[src/rtl/mul_pkg.sv]
// rtl/mul_pkg.sv - shared types and constants for the multiplier arbiter
//
// Purpose: opcode encodings, per-pipe state enum, in-flight record and the
// opcode-to-word-select helper used by the arbiter and its interface.
// Ports: none (package).

package mul_pkg;

  localparam int DATA_W = 32;

  localparam logic [1:0] MUL_OP_W  = 2'b00;
  localparam logic [1:0] MUL_OP_H  = 2'b01;
  localparam logic [1:0] MUL_OP_HU = 2'b10;

  typedef enum logic [1:0] {
    IDLE = 2'd0,
    BUSY = 2'd1,
    HOLD = 2'd2
  } pipe_state_e;

  typedef struct packed {
    logic valid;
    logic pipe;
    logic hi_sel;
  } inflight_t;

  // High word for both MULH variants; MUL.W and the reserved code take the low word.
  function automatic logic op_hi_sel(input logic [1:0] op);
    logic hi;
    case (op)
      MUL_OP_W:            hi = 1'b0;
      MUL_OP_H, MUL_OP_HU: hi = 1'b1;
      default:             hi = 1'b0;
    endcase
    return hi;
  endfunction

endpackage

[src/rtl/mul_arbiter_if.sv]
// rtl/mul_arbiter_if.sv - pipe request/response and multiplier handshake bundle
//
// Purpose: groups the two pipes' request/response channels and the shared
// multiplier's launch/product signals.
// Ports (index [p] = pipe 0/1):
//   req_valid/req_op/req_src1/req_src2 -> arbiter, req_ready <- arbiter
//   resp_valid/resp_data <- arbiter, resp_ready -> arbiter
//   mul_start/mul_signed/mul_a/mul_b <- arbiter, mul_done/mul_result -> arbiter
// Modports: slave = arbiter side, master = pipes + multiplier side.

interface mul_arbiter_if;
  import mul_pkg::*;

  logic [1:0]              req_valid;
  logic [1:0][1:0]         req_op;
  logic [1:0][DATA_W-1:0]  req_src1;
  logic [1:0][DATA_W-1:0]  req_src2;
  logic [1:0]              req_ready;

  logic [1:0]              resp_valid;
  logic [1:0][DATA_W-1:0]  resp_data;
  logic [1:0]              resp_ready;

  logic                    mul_start;
  logic                    mul_signed;
  logic [DATA_W-1:0]       mul_a;
  logic [DATA_W-1:0]       mul_b;
  logic                    mul_done;
  logic [2*DATA_W-1:0]     mul_result;

  modport slave (
    input  req_valid, req_op, req_src1, req_src2, resp_ready, mul_done, mul_result,
    output req_ready, resp_valid, resp_data, mul_start, mul_signed, mul_a, mul_b
  );

  modport master (
    output req_valid, req_op, req_src1, req_src2, resp_ready, mul_done, mul_result,
    input  req_ready, resp_valid, resp_data, mul_start, mul_signed, mul_a, mul_b
  );

endinterface

[src/rtl/rr_arb2.sv]
// rtl/rr_arb2.sv - two-way round-robin arbiter
//
// Purpose: one-hot grant from a 2-bit eligible vector; the preference
// pointer flips to the other requester after every grant.
// Ports:
//   clk, rst  clock, synchronous active-high reset (pointer -> 0)
//   eligible  in  [1:0] requesters able to be granted this cycle
//   grant     out [1:0] one-hot grant (combinational), 0 when none eligible

module rr_arb2 (
  input  logic       clk,
  input  logic       rst,
  input  logic [1:0] eligible,
  output logic [1:0] grant
);

  logic rr_ptr;

  always_comb begin
    grant = eligible;
    if (eligible == 2'b11) begin
      grant = rr_ptr ? 2'b10 : 2'b01;
    end
  end

  always_ff @(posedge clk) begin
    if (rst) begin
      rr_ptr <= 1'b0;
    end else if (|grant) begin
      rr_ptr <= ~grant[1];
    end
  end

endmodule

[src/rtl/mul_arbiter.sv]
// rtl/mul_arbiter.sv - shares one pipelined multiplier between two execute pipes
//
// Purpose: round-robin grants of pipe multiply requests onto the multiplier,
// tracks the single in-flight operation, picks low/high product word and
// holds one result per pipe until the pipe takes it. flush drops all work.
// Ports:
//   clk, rst  clock, synchronous active-high reset
//   flush     kills pending, in-flight and buffered responses
//   bus       mul_arbiter_if.slave (pipe request/response, multiplier drive)

module mul_arbiter
  import mul_pkg::*;
(
  input  logic           clk,
  input  logic           rst,
  input  logic           flush,
  mul_arbiter_if.slave   bus
);

  pipe_state_e             state_q [2];
  pipe_state_e             state_d [2];
  inflight_t               infl_q;
  inflight_t               infl_d;
  logic [1:0][DATA_W-1:0]  buf_q;

  logic [1:0]              eligible;
  logic [1:0]              grant;
  logic                    any_grant;
  logic                    gnt_idx;
  logic                    capture;
  logic [DATA_W-1:0]       cap_word;

  always_comb begin
    for (int p = 0; p < 2; p++) begin
      eligible[p] = bus.req_valid[p] && (state_q[p] == IDLE) && !flush && !rst;
    end
  end

  rr_arb2 u_arb (
    .clk      (clk),
    .rst      (rst),
    .eligible (eligible),
    .grant    (grant)
  );

  assign any_grant = |grant;
  assign gnt_idx   = grant[1];

  // A product arriving with nothing tracked, or during flush/reset, is dropped.
  assign capture  = bus.mul_done && infl_q.valid && !flush && !rst;
  assign cap_word = infl_q.hi_sel ? bus.mul_result[2*DATA_W-1:DATA_W]
                                  : bus.mul_result[DATA_W-1:0];

  always_comb begin
    bus.req_ready  = grant;
    bus.mul_start  = any_grant;
    bus.mul_a      = '0;
    bus.mul_b      = '0;
    bus.mul_signed = 1'b0;
    if (any_grant) begin
      bus.mul_a      = bus.req_src1[gnt_idx];
      bus.mul_b      = bus.req_src2[gnt_idx];
      bus.mul_signed = (bus.req_op[gnt_idx] != MUL_OP_HU);
    end
  end

  // A grant in the same cycle as a completion overwrites the entry; the
  // completing product has already been steered by the old entry.
  always_comb begin
    infl_d = infl_q;
    if (flush) begin
      infl_d = '0;
    end else if (any_grant) begin
      infl_d.valid  = 1'b1;
      infl_d.pipe   = gnt_idx;
      infl_d.hi_sel = op_hi_sel(bus.req_op[gnt_idx]);
    end else if (capture) begin
      infl_d = '0;
    end
  end

  always_comb begin
    for (int p = 0; p < 2; p++) begin
      state_d[p] = state_q[p];
      if (flush) begin
        state_d[p] = IDLE;
      end else begin
        case (state_q[p])
          IDLE: if (grant[p]) state_d[p] = BUSY;
          BUSY: if (capture && (infl_q.pipe == 1'(p))) state_d[p] = HOLD;
          HOLD: if (bus.resp_ready[p]) state_d[p] = IDLE;
          default: state_d[p] = IDLE;
        endcase
      end
    end
  end

  always_ff @(posedge clk) begin
    if (rst) begin
      state_q[0] <= IDLE;
      state_q[1] <= IDLE;
      infl_q     <= '0;
      buf_q      <= '0;
    end else begin
      state_q[0] <= state_d[0];
      state_q[1] <= state_d[1];
      infl_q     <= infl_d;
      if (capture) begin
        buf_q[infl_q.pipe] <= cap_word;
      end
    end
  end

  always_comb begin
    for (int p = 0; p < 2; p++) begin
      bus.resp_valid[p] = (state_q[p] == HOLD);
    end
    bus.resp_data = buf_q;
  end

endmodule

[src/flat_wrapper.sv]
// flat-port wrapper written by rule: the top's interface ports become plain ports
module mul_arbiter_flat import mul_pkg::*;
  (clk, rst, flush, bus_req_valid, bus_req_op, bus_req_src1, bus_req_src2, bus_resp_ready, bus_mul_done, bus_mul_result, bus_req_ready, bus_resp_valid, bus_resp_data, bus_mul_start, bus_mul_signed, bus_mul_a, bus_mul_b);
  mul_arbiter_if bus_i ();
  input  logic clk;
  input  logic rst;
  input  logic flush;
  input wire logic [$bits(bus_i.req_valid)-1:0] bus_req_valid;
  input wire logic [$bits(bus_i.req_op)-1:0] bus_req_op;
  input wire logic [$bits(bus_i.req_src1)-1:0] bus_req_src1;
  input wire logic [$bits(bus_i.req_src2)-1:0] bus_req_src2;
  input wire logic [$bits(bus_i.resp_ready)-1:0] bus_resp_ready;
  input wire logic [$bits(bus_i.mul_done)-1:0] bus_mul_done;
  input wire logic [$bits(bus_i.mul_result)-1:0] bus_mul_result;
  output wire logic [$bits(bus_i.req_ready)-1:0] bus_req_ready;
  output wire logic [$bits(bus_i.resp_valid)-1:0] bus_resp_valid;
  output wire logic [$bits(bus_i.resp_data)-1:0] bus_resp_data;
  output wire logic [$bits(bus_i.mul_start)-1:0] bus_mul_start;
  output wire logic [$bits(bus_i.mul_signed)-1:0] bus_mul_signed;
  output wire logic [$bits(bus_i.mul_a)-1:0] bus_mul_a;
  output wire logic [$bits(bus_i.mul_b)-1:0] bus_mul_b;
  assign bus_i.req_valid = bus_req_valid;
  assign bus_i.req_op = bus_req_op;
  assign bus_i.req_src1 = bus_req_src1;
  assign bus_i.req_src2 = bus_req_src2;
  assign bus_i.resp_ready = bus_resp_ready;
  assign bus_i.mul_done = bus_mul_done;
  assign bus_i.mul_result = bus_mul_result;
  assign bus_req_ready = bus_i.req_ready;
  assign bus_resp_valid = bus_i.resp_valid;
  assign bus_resp_data = bus_i.resp_data;
  assign bus_mul_start = bus_i.mul_start;
  assign bus_mul_signed = bus_i.mul_signed;
  assign bus_mul_a = bus_i.mul_a;
  assign bus_mul_b = bus_i.mul_b;
  mul_arbiter u_core (.clk(clk), .rst(rst), .flush(flush), .bus(bus_i));
endmodule
[config.mk]
export PLATFORM = sky130hd
export DESIGN_NAME = mul_arbiter_flat
export DESIGN_NICKNAME = d
export VERILOG_FILES = /design/src/rtl/mul_pkg.sv /design/src/rtl/mul_arbiter_if.sv /design/src/rtl/rr_arb2.sv /design/src/rtl/mul_arbiter.sv /design/src/flat_wrapper.sv
export SDC_FILE = /design/constraint.sdc
export NUM_CORES = 1
export LEC_CHECK = 0
export CAP_MARGIN = 40
export CORE_AREA = 2 2 131 133
export CTS_BUF_LIST = sky130_fd_sc_hd__clkbuf_16
export CTS_CLUSTER_SIZE = 20
export DETAILED_ROUTE_END_ITERATION = 7
export DIE_AREA = 0 0 133 135
export PLACE_DENSITY = 0.76
export SLEW_MARGIN = 10
export SYNTH_ARGS = -nofsm -noshare
export SYNTH_HDL_FRONTEND = slang
export SYNTH_SLANG_ARGS = --single-unit
[constraint.sdc]
create_clock -name clk -period 4 [get_ports clk]
set_input_delay 0.4 -clock clk [delete_from_list [all_inputs] [get_ports clk]]
set_output_delay 0.4 -clock clk [all_outputs]
set_load 0.05 [all_outputs]
==> results.cfg <==
[min_path]
min_path_type = flop to flop
hp-start = u_core.bus.resp_data[4]

[power]
p_leak_nw = 3.06
irDropWorstVdd_mv = 0.214
p_total_mw = 2.21
powerDensity_nw_per_um2 = 251

[clock_tree]
cts_tree = done
cts_htree_levels = 3
post_cts_buffers = 0
cts_resized = 0
cts.hold.buffers_added = 0
cts_sinks = 72
clock_path_buffers = 2
clk_root_buffer_cell = clkbuf_16
cts_buffers = 9
path_clk_slew_ns = 0.06
clkLatencyLatePin_ns = 0.33

[timing]
relSlewSlack_pct = 50.5
tns_ns = 0
hold_violations = 0
min_period_ns = 3.52
finalSetupViolations = 0
finClkSkew_ns = 0.00576
fmax_ghz = 0.284
setup_ws_ns = 0.479
period_share_pct = 88.0
timing_max_transition_violations_final = 0
worstMarginPinSlew_ns = 0.743
rsz0062_at_grt = false

[route]
wirelength_mm = 20.0
vias = 6109
drc = 0
viasPerCell = 5.44
drt_iter0_markers = 327
drt_pass1_iterations = 5
wl_per_cell_um = 17.8
final_antenna_net_count = 0

[setup_path]
startpoint = bus_req_valid[0]
cp.buffers_inverters = 2
crit_path_frequent_cell = clkdlybuf4s50_1
cp-start-kind = input port
cp_slowest_cell = clkdlybuf4s50_1
critPathRequiredTime_ns = 3.60
crit_path_end_kind = output port
critical_path.top_delay_family = buffers and inverters
r2r_start = u_core.state_q[0][3]
cp_max_fo = 16
regToRegSetupSlack_ns = 1.64
cp_cell_sequence = clkdlybuf4s50_1, or3b_2, a211o_2, a22oi_2, clkdlybuf4s50_1
arrival_ns = 3.12
slowest_delay_ns = 0.84
critical_path_class = input port to output port

[job]
drv_cap = 0

[global_routing]
grt_overflow = 0
grt_max_degree = 135
antenna_found_initial = 0
grt_usage_pct = 21.2
grt_pass1_wl_mm = 30.6
grt_pass1_vias = 5759

[floorplan]
initial_core_util_pct = 30.6
core_area_um2 = 16400
die_h_um = 135
fp-row-count = 47
die_x_um = 133
die_area_um2 = 18000
boundaryPins = 338

[synth]
synthArstFlopShare_pct = 0
synth_flop_cell = dfxtp_1
ys_seq_area_share_pct = 28.7
synthAdderAreaFrac_pct = 0.249
ys_types = 37
synth_compound_area_share_pct = 42.6
syn_inst = 625
yosysWarnings = 0
synth-xor-area-share_pct = 0
syn_nets = 830
syn_area_um2 = 5020
synth_top_family_by_area = compound AO/OA/AOI/OAI gates
synthMuxAreaShare_pct = 6.80
ys_ff_latch = 72
synth_edf_count = 0
synthSimpleGateAreaFrac_pct = 9.05
syn_area_per_cell_um2 = 8.03

[cells_and_area]
area_growth_pct = 75.0
drive_above_1_share_pct = 13.7
layout_common_cells = clkdlybuf4s50_1, a21oi_1, dfxtp_1
antenna-diode-count = 0
finalNetCount = 1103
utilization_pct = 53.6
final_common_cell = clkdlybuf4s50_1

[place]
hpwl_mm = 14.7
port-buffer-count = 337
dp_slack_ns = 0.473
gp_congestion = 0.864

[outcome]
outcome = complete, no violations
path summary, 6_finish.rpt:
check        depth (start not counted)                      end
min                                  2  u_core.bus.resp_data[4]
max                                  5            bus_mul_b[27]
min reg2reg                          2  u_core.bus.resp_data[4]
max reg2reg                          7         u_core.infl_q[0]
stage by stage:
stage               hold WS [ns]  std cells  cell area, um2
floorplan                  0.501        625            5020
global placement           0.505       1105            8450
detailed placement         0.508       1107            8490
CTS                        0.516       1123            8790
global route               0.532       1123            8790
finish                     0.513       1123            8790
final cells by class:
class,count,area (um2)
inverters,68,255
well taps,220,275
fillers,1499,7620
flip-flops and latches,72,1440
clock buffers,9,225
clock inverters,7,72.6
multi-input cells,396,2980
repair buffers,351,3540
tightest hold or removal path: stages (launching register included):
cell      delay (ns)
dfxtp_1         0.31
a21oi_1         0.11
a311oi_1        0.05
synthesized netlist by cell type, types with 2 or more instances:
cell / n / share of area [%]
a211oi_1: 32 / 4.8
a21o_1: 2 / 0.30
a21oi_1: 70 / 7.0
a22oi_1: 37 / 5.5
a22oi_2: 27 / 6.7
a311oi_1: 32 / 5.6
buf_1: 7 / 0.52
buf_2: 11 / 1.1
buf_6: 4 / 0.90
clkbuf_1: 67 / 5.0
dfxtp_1: 72 / 29
inv_1: 68 / 5.1
mux2i_1: 33 / 6.6
nand2_1: 4 / 0.30
nand2b_1: 2 / 0.25
nand3_1: 65 / 6.5
nor2_1: 3 / 0.22
nor2b_1: 4 / 0.50
o2111ai_1: 64 / 11
o21ai_0: 4 / 0.40
state kept, by name, summed over array words and instances, names as in the netlist:
name	flops
u_core.bus.resp_data	64
u_core.infl_q	3
u_core.state_q	4
u_core.u_arb.rr_ptr	1
per-layer routing:
metal  wire (um)  GRT usage [%]  vias up
li1            -              -     2983
met1        7750           24.1     2823
met2       10100           38.5      277
met3        1750           6.31       26
met4         379           5.79        0
met5           0              0        -
power by group:
group	internal, mW	total, mW	switching [mW]
registers	0.727	0.741	0.0135
logic	0.314	0.673	0.360
clock network	0.483	0.795	0.311
total	1.52	2.21	0.685
logic make-up after synthesis:
| kind of cell | after synthesis |
|---|---|
| fa+ha+maj | 1 |
| simple gates | 86 |
| buf+inv | 157 |
| compound gates | 275 |
| mux | 34 |
| flops | 72 |
(Power assumes the default switching activity.)
